<file path="config.mk">
export PLATFORM = sky130hd
export DESIGN_NAME = pipe_sequencer
export DESIGN_NICKNAME = d
export VERILOG_FILES = /design/src/rtl/fde_pkg.sv /design/src/rtl/hazard_detect.sv /design/src/rtl/pipe_sequencer.sv
export SDC_FILE = /design/constraint.sdc
export NUM_CORES = 1
export LEC_CHECK = 0
export ABC_AREA = 1
export CAP_MARGIN = 20
export CORE_MARGIN = 4
export CORE_UTILIZATION = 49
export CTS_BUF_LIST = sky130_fd_sc_hd__clkbuf_8
export CTS_CLUSTER_DIAMETER = 40
export DETAILED_ROUTE_END_ITERATION = 8
export PLACE_DENSITY = 0.88
export SLEW_MARGIN = 25
export SYNTH_ARGS = -nofsm -noshare
export SYNTH_HDL_FRONTEND = slang
export SYNTH_SLANG_ARGS = --single-unit
</file>
<file path="constraint.sdc">
create_clock -name clock -period 3.4 [get_ports clock]
set_input_delay 0.85 -clock clock [delete_from_list [all_inputs] [get_ports clock]]
set_output_delay 0.85 -clock clock [all_outputs]
set_load 0.01 [all_outputs]
</file>
<file path="src/rtl/fde_pkg.sv">
// rtl/fde_pkg.sv - shared opcodes, sequencer state type and opcode decode helpers
package fde_pkg;

    localparam logic [15:0] OP_ADD = 16'h1;
    localparam logic [15:0] OP_SUB = 16'h2;
    localparam logic [15:0] OP_LDI = 16'h3;
    localparam logic [15:0] OP_NOT = 16'h4;
    localparam logic [15:0] OP_MOV = 16'h5;
    localparam logic [15:0] OP_AND = 16'h6;
    localparam logic [15:0] OP_OR  = 16'h7;
    localparam logic [15:0] OP_XOR = 16'h8;
    localparam logic [15:0] OP_BR  = 16'h9;
    localparam logic [15:0] OP_BNE = 16'hA;
    localparam logic [15:0] OP_SHL = 16'hB;
    localparam logic [15:0] OP_SHR = 16'hC;
    localparam logic [15:0] OP_MUL = 16'hD;
    localparam logic [15:0] OP_HLT = 16'hE;
    localparam logic [15:0] OP_NOP = 16'hF;

    typedef enum logic [2:0] {
        ST_IDLE,
        ST_RUN,
        ST_MUL_WAIT,
        ST_DRAIN,
        ST_HALTED
    } state_e;

    // Anything outside the decoded set falls through to default and behaves as NOP.
    function automatic logic op_writes(input logic [15:0] op);
        case (op)
            OP_ADD, OP_SUB, OP_LDI, OP_NOT, OP_MOV, OP_AND, OP_OR, OP_XOR,
            OP_SHL, OP_SHR, OP_MUL:                  return 1'b1;
            OP_BR, OP_BNE, OP_HLT, OP_NOP:           return 1'b0;
            default:                                 return 1'b0;
        endcase
    endfunction

    function automatic logic op_reads_a(input logic [15:0] op);
        case (op)
            OP_ADD, OP_SUB, OP_AND, OP_OR, OP_XOR, OP_BNE, OP_MUL,
            OP_SHL, OP_SHR:                          return 1'b1;
            OP_LDI, OP_NOT, OP_MOV, OP_BR, OP_HLT, OP_NOP: return 1'b0;
            default:                                 return 1'b0;
        endcase
    endfunction

    function automatic logic op_reads_b(input logic [15:0] op);
        case (op)
            OP_ADD, OP_SUB, OP_AND, OP_OR, OP_XOR, OP_BNE, OP_MUL,
            OP_NOT, OP_MOV:                          return 1'b1;
            OP_LDI, OP_SHL, OP_SHR, OP_BR, OP_HLT, OP_NOP: return 1'b0;
            default:                                 return 1'b0;
        endcase
    endfunction

endpackage

</file>
<file path="src/rtl/hazard_detect.sv">
// rtl/hazard_detect.sv - read-after-write comparator between ID_EX sources and the EX tracker
module hazard_detect
    import fde_pkg::*;
(
    input  logic        id_valid,
    input  logic [15:0] id_opcode,
    input  logic [4:0]  id_src_a,
    input  logic [4:0]  id_src_b,
    input  logic        ex_valid,
    input  logic        ex_writes,
    input  logic [4:0]  ex_dest,
    output logic        hazard
);

    logic match_a;
    logic match_b;

    // Only sources the opcode actually reads can conflict; r0 is never a real destination.
    always_comb begin
        match_a = op_reads_a(id_opcode) && (id_src_a == ex_dest);
        match_b = op_reads_b(id_opcode) && (id_src_b == ex_dest);
        hazard  = id_valid && ex_valid && ex_writes && (ex_dest != 5'd0) && (match_a || match_b);
    end

endmodule

</file>
<file path="src/rtl/pipe_sequencer.sv">
// rtl/pipe_sequencer.sv - stage advance controller: RAW bubbles, MUL hold, branch flush, HLT drain
module pipe_sequencer
    import fde_pkg::*;
#(
    parameter int unsigned MUL_LATENCY = 3
) (
    input  logic        clock,
    input  logic        reset,
    input  logic        start,
    input  logic        id_valid,
    input  logic [15:0] id_opcode,
    input  logic [4:0]  id_src_a,
    input  logic [4:0]  id_src_b,
    input  logic [4:0]  id_dest,
    input  logic        ex_branch_taken,
    output logic        fetch_en,
    output logic        decode_en,
    output logic        bubble,
    output logic        ex_en,
    output logic        wb_en,
    output logic        flush,
    output logic        halted,
    output logic        busy
);

    localparam bit          MUL_MULTI = (MUL_LATENCY > 1);
    localparam logic [3:0]  MUL_LOAD  = (MUL_LATENCY > 1) ? 4'(MUL_LATENCY - 2) : 4'd0;

    state_e      state_q, state_d;
    logic        ex_valid_q, ex_valid_d;
    logic [4:0]  ex_dest_q, ex_dest_d;
    logic        ex_writes_q, ex_writes_d;
    logic        ex_is_hlt_q, ex_is_hlt_d;
    logic        ex_is_mul_q, ex_is_mul_d;
    logic [3:0]  mul_cnt_q, mul_cnt_d;

    logic        hazard;
    logic        fetch_c, decode_c, bubble_c, ex_c, wb_c, flush_c, clear_trk;

    hazard_detect u_hazard (
        .id_valid  (id_valid),
        .id_opcode (id_opcode),
        .id_src_a  (id_src_a),
        .id_src_b  (id_src_b),
        .ex_valid  (ex_valid_q),
        .ex_writes (ex_writes_q),
        .ex_dest   (ex_dest_q),
        .hazard    (hazard)
    );

    // Next state, enables and tracker update; branch beats HLT beats MUL beats hazard.
    always_comb begin
        state_d     = state_q;
        ex_valid_d  = ex_valid_q;
        ex_dest_d   = ex_dest_q;
        ex_writes_d = ex_writes_q;
        ex_is_hlt_d = ex_is_hlt_q;
        ex_is_mul_d = ex_is_mul_q;
        mul_cnt_d   = mul_cnt_q;
        fetch_c     = 1'b0;
        decode_c    = 1'b0;
        bubble_c    = 1'b0;
        ex_c        = 1'b0;
        wb_c        = 1'b0;
        flush_c     = 1'b0;
        clear_trk   = 1'b0;

        case (state_q)
            ST_IDLE, ST_HALTED: begin
                if (start) state_d = ST_RUN;
            end
            ST_RUN: begin
                if (ex_branch_taken) begin
                    flush_c  = 1'b1;
                    bubble_c = 1'b1;
                    fetch_c  = 1'b1;
                    ex_c     = 1'b1;
                    wb_c     = 1'b1;
                end else if (ex_valid_q && ex_is_hlt_q) begin
                    bubble_c = 1'b1;
                    ex_c     = 1'b1;
                    wb_c     = 1'b1;
                    state_d  = ST_DRAIN;
                end else if (ex_valid_q && ex_is_mul_q && MUL_MULTI) begin
                    ex_c      = 1'b1;
                    mul_cnt_d = MUL_LOAD;
                    state_d   = ST_MUL_WAIT;
                end else if (hazard) begin
                    bubble_c = 1'b1;
                    ex_c     = 1'b1;
                    wb_c     = 1'b1;
                end else begin
                    fetch_c  = 1'b1;
                    decode_c = 1'b1;
                    ex_c     = 1'b1;
                    wb_c     = 1'b1;
                end
            end
            ST_MUL_WAIT: begin
                ex_c = 1'b1;
                if (mul_cnt_q == 4'd0) begin
                    wb_c      = 1'b1;
                    clear_trk = 1'b1;
                    state_d   = ST_RUN;
                end else begin
                    mul_cnt_d = mul_cnt_q - 4'd1;
                end
            end
            ST_DRAIN: begin
                wb_c    = 1'b1;
                state_d = ST_HALTED;
            end
            default: state_d = ST_IDLE;
        endcase

        if (decode_c || bubble_c) begin
            ex_valid_d  = id_valid && !bubble_c;
            ex_dest_d   = id_dest;
            ex_writes_d = op_writes(id_opcode);
            ex_is_hlt_d = (id_opcode == OP_HLT);
            ex_is_mul_d = (id_opcode == OP_MUL);
        end
        if (clear_trk) begin
            ex_valid_d  = 1'b0;
            ex_dest_d   = 5'd0;
            ex_writes_d = 1'b0;
            ex_is_hlt_d = 1'b0;
            ex_is_mul_d = 1'b0;
        end
    end

    // State, tracker and MUL counter registers; reset wins over start.
    always_ff @(posedge clock) begin
        if (reset) begin
            state_q     <= ST_IDLE;
            ex_valid_q  <= 1'b0;
            ex_dest_q   <= 5'd0;
            ex_writes_q <= 1'b0;
            ex_is_hlt_q <= 1'b0;
            ex_is_mul_q <= 1'b0;
            mul_cnt_q   <= 4'd0;
        end else begin
            state_q     <= state_d;
            ex_valid_q  <= ex_valid_d;
            ex_dest_q   <= ex_dest_d;
            ex_writes_q <= ex_writes_d;
            ex_is_hlt_q <= ex_is_hlt_d;
            ex_is_mul_q <= ex_is_mul_d;
            mul_cnt_q   <= mul_cnt_d;
        end
    end

    // Enables are suppressed while reset is held so an interrupted MUL or DRAIN never writes back.
    always_comb begin
        fetch_en  = fetch_c  && !reset;
        decode_en = decode_c && !reset;
        bubble    = bubble_c && !reset;
        ex_en     = ex_c     && !reset;
        wb_en     = wb_c     && !reset;
        flush     = flush_c  && !reset;
        halted    = (state_q == ST_HALTED);
        busy      = (state_q == ST_RUN) || (state_q == ST_MUL_WAIT) || (state_q == ST_DRAIN);
    end

endmodule

</file>
==> impl_metrics.yaml <==
critical_path:
  cpPeakStageDelay_ps: 550
  cp.required_ps: 2550
  path_max_fanout: 3
  reg2regPathDepth: 8
  worstPathArrival_ps: 2390
  critPathKind: "input port to output port"
  cp_common_cell: "clkdlybuf4s50_1"
  slowest_stage: "clkdlybuf4s50_1"
  crit_path_start_kind: "input port"
  worstSetupEndpointType: "output port"
  worstPathCellList: "clkdlybuf4s50_1 > a21oi_2 > a21oi_4 > nor2_4 > a21oi_1 > clkdlybuf4s50_1"
floorplanning:
  row_count: 17
  core_area_um2: 2280
  dieArea_um2: 3340
  initial_core_util: 0.533
  die-width_um: 57.8
  die_h_um: 57.8
  ioPinCount: 44
cells_and_area:
  n_antenna_cell: 0
  layout_commonest_cell: "clkdlybuf4s50_1"
  mostFrequentLayoutCells: "38 x clkdlybuf4s50_1, 36 x nand2_1, 30 x nor2_1"
  syn_to_final_growth_pct: 44.4
  fin_area_um2: 1750
  drive_above_1_share: 0.155
  layout.nets: 280
min_path:
  hold_path.class: "register to register"
  holdPathStages: 2
timing:
  maxSlewHeadroom: 0.777
  slew_violations: 0
  timing.final.crit_share: 0.954
  min_period_ps: 3240
  worst_pin_slew_ps: 334
  setup_viol: 0
  timing.fmax_mhz: 308
  final_hold_viol_count: 0
  clock_skew_ps: 2.73
  grt_setup_unrepaired: "no"
pwr:
  ir_worst_vdd_v: 0.000429
  power.total_mw: 1.08
  leakagePower_nw: 0.787
  p_per_area_nw_per_um2: 615
routing:
  routed_wl_mm: 3.29
  routedWlPerCell_um: 12.3
  viasPerCell: 5.15
  num_vias: 1374
  route.detailed.drc: 0
  first_pass_iters: 4
  postRouteAntennaNets: 0
  drt_iter0_markers: 54
synthesis:
  netlist_instances: 186
  synth-adder-area-share: 0.0412
  synth_compound_area_frac: 0.157
  ys_ff_latch: 16
  syn-cell-area_um2: 1210
  synthArstFlopShare: 0
  seq_area_frac_synth: 0.264
  muxShareOfSynthArea: 0
  ys_warn_count: 0
  synth_edf_count: 0
  yosysUniqueCellTypes: 27
  yosys.area_share.simple: 0.378
  synthXorXnorAreaFrac: 0.0649
  syn_nets: 226
  ys.flop_type: "dfxtp_1"
  syn_avg_cell_area_um2: 6.53
  synth_top_family_by_area: "simple AND/OR/NAND/NOR gates"
placement:
  globalplace.congestion: 0.830
  hpwl_mm: 2.71
  post_dp_cell_area_um2: 1720
  io_buffer_count: 43
clock_network:
  cts_tree: "done"
  cts_max_level: 1
  clock_latency_ps: 250
  holdBufCountCts: 0
  cts_root_buffer: "clkbuf_8"
  ctsResizeCount: 16
  clk_pin_slew_ps: 70
  clock_tree.buffer_depth: 2
  post-cts-setup-buffers: 0
  cts.sinks: 16
  tritoncts.num_buffers: 3
global_routing:
  grt_start_max_net_pins: 12
  grt_pass1_wl_mm: 5.55
  grt_antenna_before_repair: 0
  grt_pass1_vias: 1366
  grtUsageTotal: 0.206
  grt.overflow.total: 0
flow_run:
  maxCapViolations: 0
outcome:
  outcome: "finished, final reports clean"
## worst max-delay path, delay by kind of cell
family	cells	cell delay (ps)
buffers and inverters	2	1100
AOI/OAI and AO/OA	3	380
and+or+nand+nor	1	60
## cells by family (layout without fill, tap and decap cells)
logic type	count (synthesis)	after routing
buf+inv	26	79
compound gates	35	35
flops	16	16
simple gates	96	96
xor+xnor	9	9
fa+ha+maj	4	4
## power breakdown
part	switching, mW	internal (mW)
combinational	0.327	0.254
sequential	0.0669	0.259
clock	0.0678	0.103
## state kept, by name, indices dropped and copies added, names as in the netlist
register     cells
ex_is_hlt_q      1
ex_dest_q        5
ex_writes_q      1
state_q          3
ex_is_mul_q      1
ex_valid_q       1
mul_cnt_q        4
## routing by layer
layer | part of all wire | up-vias | track usage
met1 | 0.42 | 625 | 0.253
li1 | - | 700 | -
met5 | 0 | - | 0
met2 | 0.48 | 43 | 0.352
met4 | 0.013 | 0 | 0.0728
met3 | 0.080 | 6 | 0.0445
## final timing paths
check / start / to / slack (ps)
worst min register to register: mul_cnt_q[1] / mul_cnt_q[1] / 480
worst min-delay path: mul_cnt_q[1] / mul_cnt_q[1] / 480
worst max-delay path: ex_branch_taken / wb_en / 160
worst max register to register: state_q[0] / ex_dest_q[3] / 1820
## Yosys cell counts (all sizes together), types with 2 or more instances
master,number,share of area
nor3b,2,0.021
xor2,3,0.022
nand2,41,0.15
o21ai,18,0.074
inv,23,0.071
a21oi,17,0.082
ha,4,0.041
nand4,3,0.015
xnor2,6,0.043
nor2,36,0.14
dfxtp,16,0.26
nand3,7,0.029
nor3,4,0.016
## layout make-up
class                           instances  area (µm²)
Inverter                               24        91.3
Sequential cell                        16         320
Timing Repair Buffer                   51         473
Fill cell                             180         523
Multi-Input combinational cell        144         778
Clock buffer                            4        55.1
Tap cell                               28        35.0
## per-stage QoR
| stage | util | hold slack, ps | setup TNS (ps) | cells | setup WS [ps] |
|---|---|---|---|---|---|
| floorplan | - | 439 | 0 | 186 | 727 |
| global placement | 0.754 | 449 | -931 | 263 | -327 |
| detailed placement | 0.754 | 471 | -1110 | 263 | -409 |
| CTS | 0.770 | 481 | 0 | 267 | 161 |
| global route | 0.770 | 511 | 0 | 267 | 32.6 |
| finish | 0.770 | 477 | 0 | 267 | 157 |
(Power assumes the default switching activity.)
